[src/rtl/panorama_pkg.sv]
// panorama_pkg
//   Shared types and helpers for the Panorama game datapath timer blocks.
//   main_state_t  : round timer FSM states
//   flash_state_t : LED strobe FSM states
//   band_t        : flash rate band, chosen from the tens digit of the time left
//   secs_to_bcd   : split a 0..99 seconds value into tens/ones BCD digits
//   band_from_tens: map a tens digit onto its flash band
package panorama_pkg;

   localparam int SECS_W = 7;

   typedef enum logic [1:0] {
      IDLE    = 2'd0,
      RUN     = 2'd1,
      EXPIRED = 2'd2
   } main_state_t;

   typedef enum logic {
      F_OFF = 1'b0,
      F_ON  = 1'b1
   } flash_state_t;

   typedef enum logic [1:0] {
      BAND_NONE = 2'd0,
      BAND_SLOW = 2'd1,
      BAND_MID  = 2'd2,
      BAND_FAST = 2'd3
   } band_t;

   typedef struct packed {
      logic [3:0] tens;
      logic [3:0] ones;
   } bcd2_t;

   function automatic bcd2_t secs_to_bcd(input logic [SECS_W-1:0] secs);
      logic [SECS_W-1:0] t;
      logic [SECS_W-1:0] o;
      bcd2_t             r;
      t      = secs / 7'd10;
      o      = secs % 7'd10;
      r.tens = t[3:0];
      r.ones = o[3:0];
      return r;
   endfunction

   function automatic band_t band_from_tens(input logic [3:0] tens);
      band_t b;
      if (tens >= 4'd3) begin
         b = BAND_NONE;
      end else if (tens == 4'd2) begin
         b = BAND_SLOW;
      end else if (tens == 4'd1) begin
         b = BAND_MID;
      end else begin
         b = BAND_FAST;
      end
      return b;
   endfunction

endpackage

[src/rtl/round_timer_ctrl_flash_sched.sv]
// flash_sched
//   LED flash strobe scheduler. The strobe rate rises as the tens digit of
//   the remaining time falls. Everything is held cleared while enable is low.
//   Ports:
//     clk        in   system clock
//     resetn     in   asynchronous active-low reset
//     enable     in   high on cycles where the round timer is and stays in RUN
//     secs_tens  in   BCD tens digit of remaining seconds
//     flash      out  registered strobe level
//
//   state | meaning
//   ------+-----------------------------------------------------------
//   F_OFF | strobe low, waiting for the period counter to wrap
//   F_ON  | strobe high for FLASH_ON_TICKS cycles
module flash_sched
   import panorama_pkg::*;
#(
   parameter int TICKS_PER_SEC  = 50_000_000,
   parameter int FLASH_ON_TICKS = 10_000_000
) (
   input  logic       clk,
   input  logic       resetn,
   input  logic       enable,
   input  logic [3:0] secs_tens,
   output logic       flash
);

   localparam int PER_W = $clog2(2 * TICKS_PER_SEC);
   localparam int ON_W  = (FLASH_ON_TICKS > 1) ? $clog2(FLASH_ON_TICKS) : 1;

   localparam logic [PER_W-1:0] TC_SLOW = PER_W'(2 * TICKS_PER_SEC - 1);
   localparam logic [PER_W-1:0] TC_MID  = PER_W'(TICKS_PER_SEC - 1);
   localparam logic [PER_W-1:0] TC_FAST = PER_W'(TICKS_PER_SEC / 2 - 1);
   localparam logic [ON_W-1:0]  ON_LOAD = ON_W'(FLASH_ON_TICKS - 1);

   flash_state_t     fstate_q, fstate_d;
   logic [PER_W-1:0] per_cnt_q, per_cnt_d;
   logic [ON_W-1:0]  on_cnt_q, on_cnt_d;
   band_t            band_q, band_d;
   band_t            band;
   logic [PER_W-1:0] per_tc;
   logic             per_wrap;
   logic             flash_q;

   assign band  = band_from_tens(secs_tens);
   assign flash = flash_q;

   always_ff @(posedge clk or negedge resetn) begin
      if (!resetn) begin
         fstate_q  <= F_OFF;
         per_cnt_q <= '0;
         on_cnt_q  <= '0;
         band_q    <= BAND_NONE;
         flash_q   <= 1'b0;
      end else begin
         fstate_q  <= fstate_d;
         per_cnt_q <= per_cnt_d;
         on_cnt_q  <= on_cnt_d;
         band_q    <= band_d;
         flash_q   <= (fstate_d == F_ON);
      end
   end

   // The period counter free-runs across both states so a strobe starts
   // exactly once per period; the on-time always fits inside one period.
   always_comb begin
      fstate_d  = fstate_q;
      per_cnt_d = per_cnt_q;
      on_cnt_d  = on_cnt_q;
      band_d    = band_q;
      per_wrap  = 1'b0;
      per_tc    = TC_SLOW;

      case (band)
         BAND_SLOW: per_tc = TC_SLOW;
         BAND_MID:  per_tc = TC_MID;
         BAND_FAST: per_tc = TC_FAST;
         default:   per_tc = TC_SLOW;
      endcase

      if (!enable) begin
         fstate_d  = F_OFF;
         per_cnt_d = '0;
         on_cnt_d  = '0;
         band_d    = BAND_NONE;
      end else begin
         band_d = band;
         // A new band restarts its period from zero; an active strobe is
         // left to finish on its own down-counter.
         if (band == BAND_NONE || band != band_q) begin
            per_cnt_d = '0;
         end else if (per_cnt_q == per_tc) begin
            per_cnt_d = '0;
            per_wrap  = 1'b1;
         end else begin
            per_cnt_d = per_cnt_q + 1'b1;
         end

         case (fstate_q)
            F_OFF: begin
               if (per_wrap) begin
                  fstate_d = F_ON;
                  on_cnt_d = ON_LOAD;
               end
            end
            F_ON: begin
               if (on_cnt_q == '0) begin
                  fstate_d = F_OFF;
               end else begin
                  on_cnt_d = on_cnt_q - 1'b1;
               end
            end
            default: fstate_d = F_OFF;
         endcase
      end
   end

endmodule

[src/rtl/round_timer_ctrl.sv]
// round_timer_ctrl
//   Per-round countdown for the Panorama game. Loads a start time, counts
//   whole seconds down, deducts a penalty on each wrong check, reports
//   expiry, drives the LED flash strobe and shows the time as two BCD digits.
//   Ports:
//     clk        in   system clock
//     resetn     in   asynchronous active-low reset
//     start      in   pulse: load START_SECS and run
//     stop       in   pulse: round won, freeze remaining time
//     wrong      in   pulse: wrong answer, deduct PENALTY_SECS
//     running    out  high while in RUN
//     expired    out  one-cycle pulse on entry to EXPIRED
//     tick       out  one-cycle pulse on each natural second decrement
//     flash      out  LED strobe level
//     secs_tens  out  BCD tens of remaining seconds
//     secs_ones  out  BCD ones of remaining seconds
//
//   state   | meaning
//   --------+---------------------------------------------------------
//   IDLE    | not counting; secs holds the last value (time left on win)
//   RUN     | prescaler and seconds counting down, penalties applied
//   EXPIRED | time ran out; secs is 0 until the next start
module round_timer_ctrl
   import panorama_pkg::*;
#(
   parameter int TICKS_PER_SEC  = 50_000_000,
   parameter int START_SECS     = 30,
   parameter int PENALTY_SECS   = 2,
   parameter int FLASH_ON_TICKS = 10_000_000
) (
   input  logic       clk,
   input  logic       resetn,
   input  logic       start,
   input  logic       stop,
   input  logic       wrong,
   output logic       running,
   output logic       expired,
   output logic       tick,
   output logic       flash,
   output logic [3:0] secs_tens,
   output logic [3:0] secs_ones
);

   localparam int PRE_W = (TICKS_PER_SEC > 1) ? $clog2(TICKS_PER_SEC) : 1;

   localparam logic [PRE_W-1:0]  PRE_TC     = PRE_W'(TICKS_PER_SEC - 1);
   localparam logic [SECS_W-1:0] START_LOAD = SECS_W'(START_SECS);
   localparam logic [SECS_W-1:0] PEN_AMT    = SECS_W'(PENALTY_SECS);

   main_state_t       state_q, state_d;
   logic [SECS_W-1:0] secs_q, secs_d;
   logic [PRE_W-1:0]  presc_q, presc_d;
   logic              tick_q, tick_d;
   logic              expired_q, expired_d;
   logic              wrap;
   logic [SECS_W-1:0] pen_now;
   logic [SECS_W:0]   dec;
   logic              flash_en;
   bcd2_t             bcd;

   always_ff @(posedge clk or negedge resetn) begin
      if (!resetn) begin
         state_q   <= IDLE;
         secs_q    <= '0;
         presc_q   <= '0;
         tick_q    <= 1'b0;
         expired_q <= 1'b0;
      end else begin
         state_q   <= state_d;
         secs_q    <= secs_d;
         presc_q   <= presc_d;
         tick_q    <= tick_d;
         expired_q <= expired_d;
      end
   end

   always_comb begin
      state_d   = state_q;
      secs_d    = secs_q;
      presc_d   = presc_q;
      tick_d    = 1'b0;
      expired_d = 1'b0;
      wrap      = 1'b0;
      pen_now   = '0;
      dec       = '0;

      case (state_q)
         IDLE: begin
            if (start) begin
               state_d = RUN;
               secs_d  = START_LOAD;
               presc_d = '0;
            end
         end
         RUN: begin
            if (stop) begin
               // Win: leave secs untouched so the display shows time left.
               state_d = IDLE;
            end else if (secs_q == '0) begin
               // secs reached zero on the previous edge; expiry is
               // reported one cycle after the update that emptied it.
               state_d   = EXPIRED;
               expired_d = 1'b1;
            end else begin
               wrap    = (presc_q == PRE_TC);
               presc_d = wrap ? '0 : presc_q + 1'b1;
               pen_now = wrong ? PEN_AMT : '0;
               dec     = {1'b0, pen_now} + {{SECS_W{1'b0}}, wrap};
               secs_d  = ({1'b0, secs_q} > dec) ? secs_q - dec[SECS_W-1:0] : '0;
               tick_d  = wrap;
            end
         end
         EXPIRED: begin
            secs_d = '0;
            if (start) begin
               state_d = RUN;
               secs_d  = START_LOAD;
               presc_d = '0;
            end
         end
         default: state_d = IDLE;
      endcase
   end

   // The strobe only advances on edges that stay inside RUN, so leaving RUN
   // drops flash on that same edge.
   assign flash_en = (state_q == RUN) && (state_d == RUN);

   flash_sched #(
      .TICKS_PER_SEC  (TICKS_PER_SEC),
      .FLASH_ON_TICKS (FLASH_ON_TICKS)
   ) u_flash_sched (
      .clk       (clk),
      .resetn    (resetn),
      .enable    (flash_en),
      .secs_tens (secs_tens),
      .flash     (flash)
   );

   assign bcd       = secs_to_bcd(secs_q);
   assign secs_tens = bcd.tens;
   assign secs_ones = bcd.ones;
   assign running   = (state_q == RUN);
   assign tick      = tick_q;
   assign expired   = expired_q;

endmodule
[config.mk]
export PLATFORM = sky130hd
export DESIGN_NAME = round_timer_ctrl
export DESIGN_NICKNAME = d
export VERILOG_FILES = /design/src/rtl/panorama_pkg.sv /design/src/rtl/round_timer_ctrl_flash_sched.sv /design/src/rtl/round_timer_ctrl.sv
export SDC_FILE = /design/constraint.sdc
export NUM_CORES = 1
export LEC_CHECK = 0
export ABC_AREA = 1
export CAP_MARGIN = 30
export CELL_PAD_IN_SITES_DETAIL_PLACEMENT = 0
export CELL_PAD_IN_SITES_GLOBAL_PLACEMENT = 1
export CORE_MARGIN = 2
export CORE_UTILIZATION = 29
export CTS_CLUSTER_DIAMETER = 150
export DETAILED_ROUTE_END_ITERATION = 6
export PLACE_DENSITY_LB_ADDON = 0.1
export RECOVER_POWER = 100
export SYNTH_ARGS = -nofsm -noshare
export SYNTH_HDL_FRONTEND = slang
export SYNTH_SLANG_ARGS = --single-unit
export TNS_END_PERCENT = 5
[constraint.sdc]
create_clock -name clk -period 7.77 [get_ports clk]
set_clock_uncertainty 0.15 [all_clocks]
set_input_delay 1.1655 -clock clk [delete_from_list [all_inputs] [get_ports clk]]
set_output_delay 1.1655 -clock clk [all_outputs]
set_load 0.05 [all_outputs]
==> results of run 1 <==
## sequential cells by signal, indices dropped and copies added (netlist names)
name / flops
expired: 1
presc_q: 26
secs_q: 7
state_q: 2
tick: 1
u_flash_sched.band_q: 2
u_flash_sched.fstate_q: 1
u_flash_sched.on_cnt_q: 24
u_flash_sched.per_cnt_q: 27
## cells in the mapped netlist, drive strengths merged
cell / instances
nand2: 134
inv: 109
nor2: 107
dfrtp: 91
nand3: 79
nand4: 41
a21oi: 35
nor3: 35
o21ai: 31
xor2: 16
ha: 11
buf: 10
nor4: 10
nor3b: 9
clkbuf: 8
a31oi: 6
a22oi: 4
or2: 4
xnor2: 4
o21a: 3
a211oi: 2
o41ai: 2
a2111oi: 1
a21o: 1
a41oi: 1
and3: 1
fa: 1
nand3b: 1
o22ai: 1
## final timing paths
check,start,to,cells after the start
max,secs_q[4],u_flash_sched.on_cnt_q[12],25
min,u_flash_sched.per_cnt_q[0],u_flash_sched.per_cnt_q[0],1
max reg2reg,secs_q[4],u_flash_sched.on_cnt_q[12],25
min reg2reg,u_flash_sched.per_cnt_q[0],u_flash_sched.per_cnt_q[0],1
max in group asynchronous,resetn,u_flash_sched.on_cnt_q[18],2
min in group asynchronous,resetn,expired,1
## cells by family after synthesis
family	count (synthesis)	share of synthesized area (%)
AO/OA/AOI/OAI	87	8.70
XOR/XNOR	20	3.01
adder cells (fa/ha/maj)	12	2.71
buffers and inverters	127	8.83
flip-flops	91	39.1
AND/OR/NAND/NOR	421	37.7
## stage by stage
stage / hold slack [ps] / power [mW]
final: 313 / 1.27
after global routing: 359 / 1.35
after CTS: 316 / 1.32
after detailed placement: 307 / 0.862
after global placement: 297 / 0.857
after floorplan: 283 / 0.766
## final cells by class
type / instances / area share [%]
Inverter: 109 / 6.35
Clock inverter: 6 / 1.01
Clock buffer: 9 / 3.50
Timing Repair Buffer: 20 / 2.80
Tap cell: 265 / 5.15
Sequential cell: 91 / 35.3
Multi-Input combinational cell: 540 / 45.9
## per-layer routing
metal	track usage, %	up-vias
li1	-	2548
met2	23.2	38
met5	0	-
met3	2.16	13
met4	4.61	0
met1	18.4	2314
## power groups by stage
stage / Clock, mW / Sequential, mW / Combinational (mW)
after floorplan: 0 / 0.508 / 0.258
after global placement: 0 / 0.511 / 0.346
after detailed placement: 0 / 0.512 / 0.351
after CTS: 0.467 / 0.503 / 0.352
after global routing: 0.486 / 0.505 / 0.357
final: 0.447 / 0.502 / 0.318
## worst max-delay path, delay by kind of cell (launching register included)
family,cells,cell delay (ps)
buffers and inverters,4,260
AND/OR/NAND/NOR,20,4240
flip-flops,1,430
adder cells (fa/ha/maj),1,150
==> results.sh, run 1 <==
export IMPL_numCtsBuffers=9
export IMPL_drc=0
export IMPL_fillers=2110
export IMPL_min_period_over_period_pct=68.9
export IMPL_p_int_uw=827
export IMPL_die_w_um=146
export IMPL_synth_top_cells_by_area="dfrtp_1 39%, nand2_1 7.8%, nor2_1 6.5%, inv_1 6.3%, nand3_2 4.6%"
export IMPL_relSlewSlack_pct=-19.1
export IMPL_hold_violations=0
export IMPL_worst_ep_required_time_ps=7840
export IMPL_route_vias_total=4913
export IMPL_place_congestion=0.811
export IMPL_start_util_pct=29.7
export IMPL_synth_distinct_cells=45
export IMPL_period_minus_slack_ps=5350
export IMPL_diodes=0
export IMPL_drtIter0Drc=217
export IMPL_violations="capacitance limit, slew limit"
export IMPL_path_clk_slew_ps=60
export IMPL_hpwlAfterDp_mm=9.71
export IMPL_dieArea_mm2=0.0212
export IMPL_port_buffers=16
export IMPL_cp_slowest_cell="nand2_1"
export IMPL_synth_area_mm2=0.00583
export IMPL_cap_violations=1
export IMPL_core_area_mm2=0.0196
export IMPL_final_cell_mix="127 x nand2_1, 102 x nor2_1, 101 x inv_1, 91 x dfrtp_1, 54 x nand3_1"
export IMPL_die_height_um=146
export IMPL_syn_nets=775
export IMPL_fin_setup_tns_ps=0
export IMPL_drt_first_pass_iters=4
export IMPL_ctsResizeCount=0
export IMPL_placed_area_mm2=0.00624
export IMPL_arrival_ps=5420
export IMPL_wl_per_cell_um=13.3
export IMPL_status="complete, but fails checks"
export IMPL_synth_top_cell_by_area="dfrtp_1"
export IMPL_cts_sinks=91
export IMPL_fin_ws_ps=2420
export IMPL_grt_first_pass_wirelength_mm=24.4
export IMPL_syn_inst=758
export IMPL_final_cells=1040
export IMPL_r2r_setup_slack_ps=2420
export IMPL_clk_latency_ps=350
export IMPL_grt_pass1_vias=4993
export IMPL_grt_overflow_total=0
export IMPL_multi_input_area_mm2=0.00296
export IMPL_grt_max_degree=63
export IMPL_seq_area_frac_synth_pct=39.1
export IMPL_hp_class="reg2reg"
export IMPL_crit_top_cell="nand2_1"
export IMPL_grt_setup_unrepaired="false"
export IMPL_track_usage_pct=13.9
export IMPL_comb_power_share_pct=25.1
export IMPL_drive_above_1_share_pct=9.42
export IMPL_cts_hold_buf=0
export IMPL_setup_viol=0
export IMPL_timing_fmax_mhz=187
export IMPL_layout_commonest_cell="nand2_1"
export IMPL_fin_area_mm2=0.00644
export IMPL_slowest_delay_ps=1040
export IMPL_postSynthAreaPerCell_um2=7.69
export IMPL_met2_length_mm=6.59
export IMPL_postCtsSetupBuffers=0
export IMPL_avgViaCountPerCell=4.72
export IMPL_worst_slew_pin_slew_ps=1790
export IMPL_antenna_found_initial=0
export IMPL_pwr_share_seq_pct=39.6
export IMPL_cts_root_buf="clkbuf_16"
export IMPL_timing_critical_path_fanout_max=25
export IMPL_cts_buffer_depth=2
export IMPL_drt_met1_wl_mm=6.81
export IMPL_final_util_pct=32.9
export IMPL_synth_top_area_share_pct=39.1
export IMPL_slew_viol_final=31
export IMPL_swShare_pct=34.8
export IMPL_top_layer="met4"
export IMPL_routed_wirelength_mm=13.9
export IMPL_path_class="reg2reg"
export IMPL_power_leakage_nw=2.93
export IMPL_syn2layout_area_growth_pct=10.6
export IMPL_wl_met3_um=254
export IMPL_ant_nets=0
export IMPL_clkPwrFrac_pct=35.3
export IMPL_dp_slack_ps=3370
export IMPL_ios=17
export IMPL_h_tree_depth=3
export IMPL_cts_tree="yes"
export IMPL_nets=788
export IMPL_power_density_mw_per_mm2=197
export IMPL_dp_cells=1025
export IMPL_seq_area_mm2=0.00228
export IMPL_num_rows=51
export IMPL_cp_end_kind="flip-flop"
export IMPL_worst_setup_path_start_kind="flip-flop"
export IMPL_ys_ff_latch=91
export IMPL_p_sw_uw=441
export IMPL_synth_warnings=0
export IMPL_ir_drop_v=0.0000991
No activity file was read; power rests on OpenSTA's default activity.
==> run 2: changes to the inputs <==
==> constraint.sdc (replaced) <==
create_clock -name clk -period 5.2 [get_ports clk]
set_clock_uncertainty 0.15 [all_clocks]
set_input_delay 0.78 -clock clk [delete_from_list [all_inputs] [get_ports clk]]
set_output_delay 0.78 -clock clk [all_outputs]
set_load 0.05 [all_outputs]
==> results.sh, run 2 (same netlist as run 1, synthesis figures left out) <==
export IMPL_status="complete, but fails checks"
export IMPL_violations="capacitance limit, slew limit"
export IMPL_grt_setup_unrepaired="false"
export IMPL_core_area_mm2=0.0196
export IMPL_drive_above_1_share_pct=7.99
export IMPL_ir_drop_v=0.000136
export IMPL_start_util_pct=29.7
export IMPL_cts_buffer_depth=2
export IMPL_dp_slack_ps=1190
export IMPL_drtIter0Drc=275
export IMPL_cts_tree="yes"
export IMPL_worst_slew_pin_slew_ps=2790
export IMPL_path_class="reg2out"
export IMPL_cts_root_buf="clkbuf_16"
export IMPL_track_usage_pct=13.9
export IMPL_route_vias_total=4944
export IMPL_place_congestion=0.783
export IMPL_largest_register_ffs=27
export IMPL_final_cells=1041
export IMPL_fin_setup_tns_ps=0
export IMPL_avgViaCountPerCell=4.75
export IMPL_ant_nets=0
export IMPL_hold_violations=0
export IMPL_num_rows=51
export IMPL_largest_registers="u_flash_sched.per_cnt_q x27, presc_q x26, u_flash_sched.on_cnt_q x24"
export IMPL_cts_hold_buf=0
export IMPL_postCtsSetupBuffers=0
export IMPL_worst_ep_required_time_ps=4270
export IMPL_nets=788
export IMPL_setup_viol=0
export IMPL_hold_ws_ps=304
export IMPL_cap_violations=1
export IMPL_ctsResizeCount=0
export IMPL_wl_per_cell_um=13.4
export IMPL_timing_fmax_mhz=218
export IMPL_timing_critical_path_fanout_max=6
export IMPL_power_density_mw_per_mm2=294
export IMPL_grt_overflow_total=0
export IMPL_cp_end_kind="primary output"
export IMPL_dp_cells=1025
export IMPL_placed_area_mm2=0.00624
export IMPL_die_height_um=146
export IMPL_hp_class="reg2reg"
export IMPL_routed_wirelength_mm=13.9
export IMPL_die_w_um=146
export IMPL_dieArea_mm2=0.0212
export IMPL_p_total_mw=1.87
export IMPL_grt_first_pass_wirelength_mm=24.4
export IMPL_comb_power_share_pct=26.4
export IMPL_h_tree_depth=3
export IMPL_relSlewSlack_pct=-86.3
export IMPL_regMostFlops="u_flash_sched.per_cnt_q"
export IMPL_fin_area_mm2=0.00638
export IMPL_layout_commonest_cell="nand2_1"
export IMPL_slew_viol_final=49
export IMPL_fin_ws_ps=615
export IMPL_drc=0
export IMPL_p_sw_uw=665
export IMPL_swShare_pct=35.5
export IMPL_cts_sinks=91
export IMPL_p_int_mw=1.21
export IMPL_period_minus_slack_ps=4580
export IMPL_drt_first_pass_iters=4
export IMPL_antenna_found_initial=0
export IMPL_numCtsBuffers=9
export IMPL_final_util_pct=32.6
export IMPL_arrival_ps=3650
export IMPL_port_buffers=16
export IMPL_hpwlAfterDp_mm=9.82
export IMPL_syn2layout_area_growth_pct=9.56
export IMPL_ios=17
export IMPL_diodes=0
export IMPL_worst_setup_path_start_kind="flip-flop"
export IMPL_clkPwrFrac_pct=33.6
export IMPL_pwr_share_seq_pct=40.1
export IMPL_power_leakage_nw=2.93
export IMPL_min_period_over_period_pct=88.2
export IMPL_grt_pass1_vias=4967
export IMPL_grt_max_degree=49
export IMPL_clk_latency_ps=350
export IMPL_final_cell_mix="124 x nand2_1, 101 x nor2_1, 100 x inv_1, 91 x dfrtp_1, 71 x nand3_1"
export IMPL_path_clk_slew_ps=70
run 2: final cells by class:
class,instances,area [um2]
clock buffer,10,239
clock inverter,6,41.3
fill,2113,13200
inverter,109,409
multi-input combinational,540,2910
sequential,91,2280
tap,265,332
timing repair buffer,20,178
run 2: worst max-delay path: stages, from the launching register on:
cell	delay (ps)
dfrtp_1	430
nor2_1	260
nand2_1	200
nand2_4	150
nand2_1	60
nand2_1	50
inv_1	50
nand2_1	220
nand3_2	150
nand2_1	130
inv_1	50
ha_1	180
inv_1	100
nand3_4	110
nand3_4	130
nor2_1	50
a21oi_1	110
dlygate4sd3_1	880
run 2: final timing paths:
kind | from | endpoint | slack (ps) | cells past startpoint
worst min register to register | u_flash_sched.per_cnt_q[0] | u_flash_sched.per_cnt_q[0] | 300 | 1
worst max register to register | secs_q[4] | u_flash_sched.on_cnt_q[14] | 910 | 25
max in group asynchronous | resetn | u_flash_sched.on_cnt_q[0] | 1410 | 2
min in group asynchronous | resetn | expired | 1170 | 1
worst max-delay path | secs_q[4] | secs_ones[2] | 620 | 17
worst min-delay path | u_flash_sched.per_cnt_q[0] | u_flash_sched.per_cnt_q[0] | 300 | 1
run 2: power by group through the flow:
stage | Sequential [mW] | Combinational (mW) | Clock (mW)
finish | 0.751 | 0.494 | 0.629
floorplan | 0.759 | 0.386 | 0
global route | 0.755 | 0.548 | 0.689
global placement | 0.764 | 0.518 | 0
CTS | 0.751 | 0.525 | 0.668
detailed placement | 0.764 | 0.523 | 0
run 2: per-layer routing:
metal	vias up	wire length (um)	global-route usage, %
met5	-	0	0
met4	0	175	4.26
met3	11	264	2.57
met2	51	6680	23.2
met1	2329	6810	18.3
li1	2553	-	-
==> run 3: changes to the inputs <==
--- a/config.mk
+++ b/config.mk
@@ -10,11 +10,12 @@
 export CELL_PAD_IN_SITES_DETAIL_PLACEMENT = 0
 export CELL_PAD_IN_SITES_GLOBAL_PLACEMENT = 1
 export CORE_MARGIN = 2
-export CORE_UTILIZATION = 29
+export CORE_UTILIZATION = 44
 export CTS_CLUSTER_DIAMETER = 150
 export DETAILED_ROUTE_END_ITERATION = 6
 export PLACE_DENSITY_LB_ADDON = 0.1
 export RECOVER_POWER = 100
+export SLEW_MARGIN = 20
 export SYNTH_ARGS = -nofsm -noshare
 export SYNTH_HDL_FRONTEND = slang
 export SYNTH_SLANG_ARGS = --single-unit
==> results.sh, run 3 (same netlist as run 1, synthesis figures left out) <==
export IMPL_status="complete, but fails checks"
export IMPL_violations="capacitance limit, slew limit"
export IMPL_grt_first_pass_wirelength_mm=22.1
export IMPL_clk_latency_ps=350
export IMPL_layout_commonest_cell="nand2_1"
export IMPL_min_period_over_period_pct=90.0
export IMPL_track_usage_pct=19.0
export IMPL_diodes=0
export IMPL_h_tree_depth=3
export IMPL_die_w_um=119
export IMPL_numCtsBuffers=9
export IMPL_port_buffers=16
export IMPL_worst_ep_required_time_ps=4270
export IMPL_hp_class="reg2reg"
export IMPL_routed_wirelength_mm=12.8
export IMPL_cts_root_buf="clkbuf_16"
export IMPL_fin_ws_ps=522
export IMPL_antenna_found_initial=0
export IMPL_power_density_mw_per_mm2=306
export IMPL_r2r_setup_slack_ps=740
export IMPL_worst_slew_pin_slew_ps=2440
export IMPL_drtIter0Drc=399
export IMPL_worst_r2r_path_depth=23
export IMPL_grt_setup_unrepaired="false"
export IMPL_ios=17
export IMPL_regMostFlops="u_flash_sched.per_cnt_q"
export IMPL_num_rows=42
export IMPL_die_height_um=119
export IMPL_timing_rr_start="secs_q[4]"
export IMPL_arrival_ps=3750
export IMPL_fin_setup_tns_ps=0
export IMPL_final_cell_mix="124 x nand2_1, 102 x inv_1, 101 x nor2_1, 91 x dfrtp_1, 73 x nand3_1"
export IMPL_start_util_pct=44.5
export IMPL_p_total_mw=1.93
export IMPL_timing_fmax_mhz=214
export IMPL_hpwlAfterDp_mm=8.94
export IMPL_drive_above_1_share_pct=7.47
export IMPL_drt_first_pass_iters=7
export IMPL_fillers=1300
export IMPL_cp_end_kind="primary output"
export IMPL_dieArea_mm2=0.0142
export IMPL_setup_viol=0
export IMPL_slew_viol_final=45
export IMPL_postCtsSetupBuffers=0
export IMPL_drc=0
export IMPL_ir_drop_v=0.000206
export IMPL_min_delay_start="u_flash_sched.per_cnt_q[0]"
export IMPL_grt_max_degree=49
export IMPL_holdPathStages=1
export IMPL_dp_slack_ps=1110
export IMPL_path_class="reg2out"
export IMPL_core_area_mm2=0.0131
export IMPL_largest_registers="u_flash_sched.per_cnt_q x27, presc_q x26, u_flash_sched.on_cnt_q x24"
export IMPL_nets=788
export IMPL_largest_register_ffs=27
export IMPL_cts_tree="yes"
export IMPL_period_minus_slack_ps=4680
export IMPL_cap_violations=1
export IMPL_route_vias_total=4958
export IMPL_rr_endpoint="u_flash_sched.on_cnt_q[0]"
export IMPL_wl_per_cell_um=13.5
export IMPL_hold_violations=0
export IMPL_cts_sinks=91
export IMPL_path_clk_slew_ps=70
export IMPL_ant_nets=0
export IMPL_syn2layout_area_growth_pct=7.90
export IMPL_ctsResizeCount=0
export IMPL_grt_overflow_total=0
export IMPL_avgViaCountPerCell=5.21
export IMPL_cts_hold_buf=0
export IMPL_min_delay_worst_endpoint="u_flash_sched.per_cnt_q[0]"
export IMPL_place_congestion=0.793
export IMPL_grt_pass1_vias=4622
export IMPL_worst_setup_path_start_kind="flip-flop"
export IMPL_cts_buffer_depth=2
export IMPL_timing_critical_path_fanout_max=6
export IMPL_power_leakage_nw=2.95
export IMPL_relSlewSlack_pct=-62.6
[run 3: final cells by class]
| cell class | count | area (um2) | share of cell area [%] |
|---|---|---|---|
| clock inverter | 4 | 48.8 | 0.776 |
| multi-input combinational | 540 | 2900 | 46.1 |
| inverter | 109 | 409 | 6.51 |
| sequential | 91 | 2280 | 36.2 |
| tap | 176 | 220 | 3.50 |
| clock buffer | 12 | 256 | 4.08 |
| timing repair buffer | 20 | 178 | 2.83 |
[run 3: worst max path at each step]
stage,startpoint,endpoint,slack [ps],depth (start not counted)
final,secs_q[4],secs_ones[2],520,17
after global routing,secs_q[4],secs_ones[2],230,17
after CTS,secs_q[4],secs_ones[2],700,17
after detailed placement,secs_q[4],secs_ones[2],1110,17
after global placement,secs_q[4],secs_ones[2],1190,17
after floorplan,secs_q[4],secs_ones[2],1210,16
[run 3: power breakdown]
group / internal (mW) / switching [mW]
clock: 0.398 / 0.278
sequential: 0.728 / 0.0221
combinational: 0.144 / 0.354
[run 3: routing by layer]
metal	vias to the layer above	part of all wire (%)	GRT usage, %
met1	2310	52	28.2
met2	87	44	28.4
met5	-	0	0
li1	2549	-	-
met4	0	1.4	6.70
met3	12	3.2	2.78
[run 3: stage by stage]
step                      instance area [um2]  std cells  util, %  hold slack [ps]
final                                    6290        952     48.0              308
after CTS                                6430        951     49.1              290
after global placement                   6120        935     46.8              296
after global routing                     6290        952     48.0              342
after floorplan                          5830        758        -              283
after detailed placement                 6120        935     46.8              305
[run 3: worst max-delay path: stages (launching register included)]
cell and delay [ps]:
dfrtp_1 420, nor2_1 270, nand2_1 190, nand2_4 150, nand2_2 80, nand3_1 90, nand2_1 160, nand2_1 180
nand2_2 100, nand2_1 110, inv_1 50, ha_1 180, inv_1 90, nand3_4 100, nand3_4 130, nor2_1 50
a21oi_1 200, clkdlybuf4s50_1 850
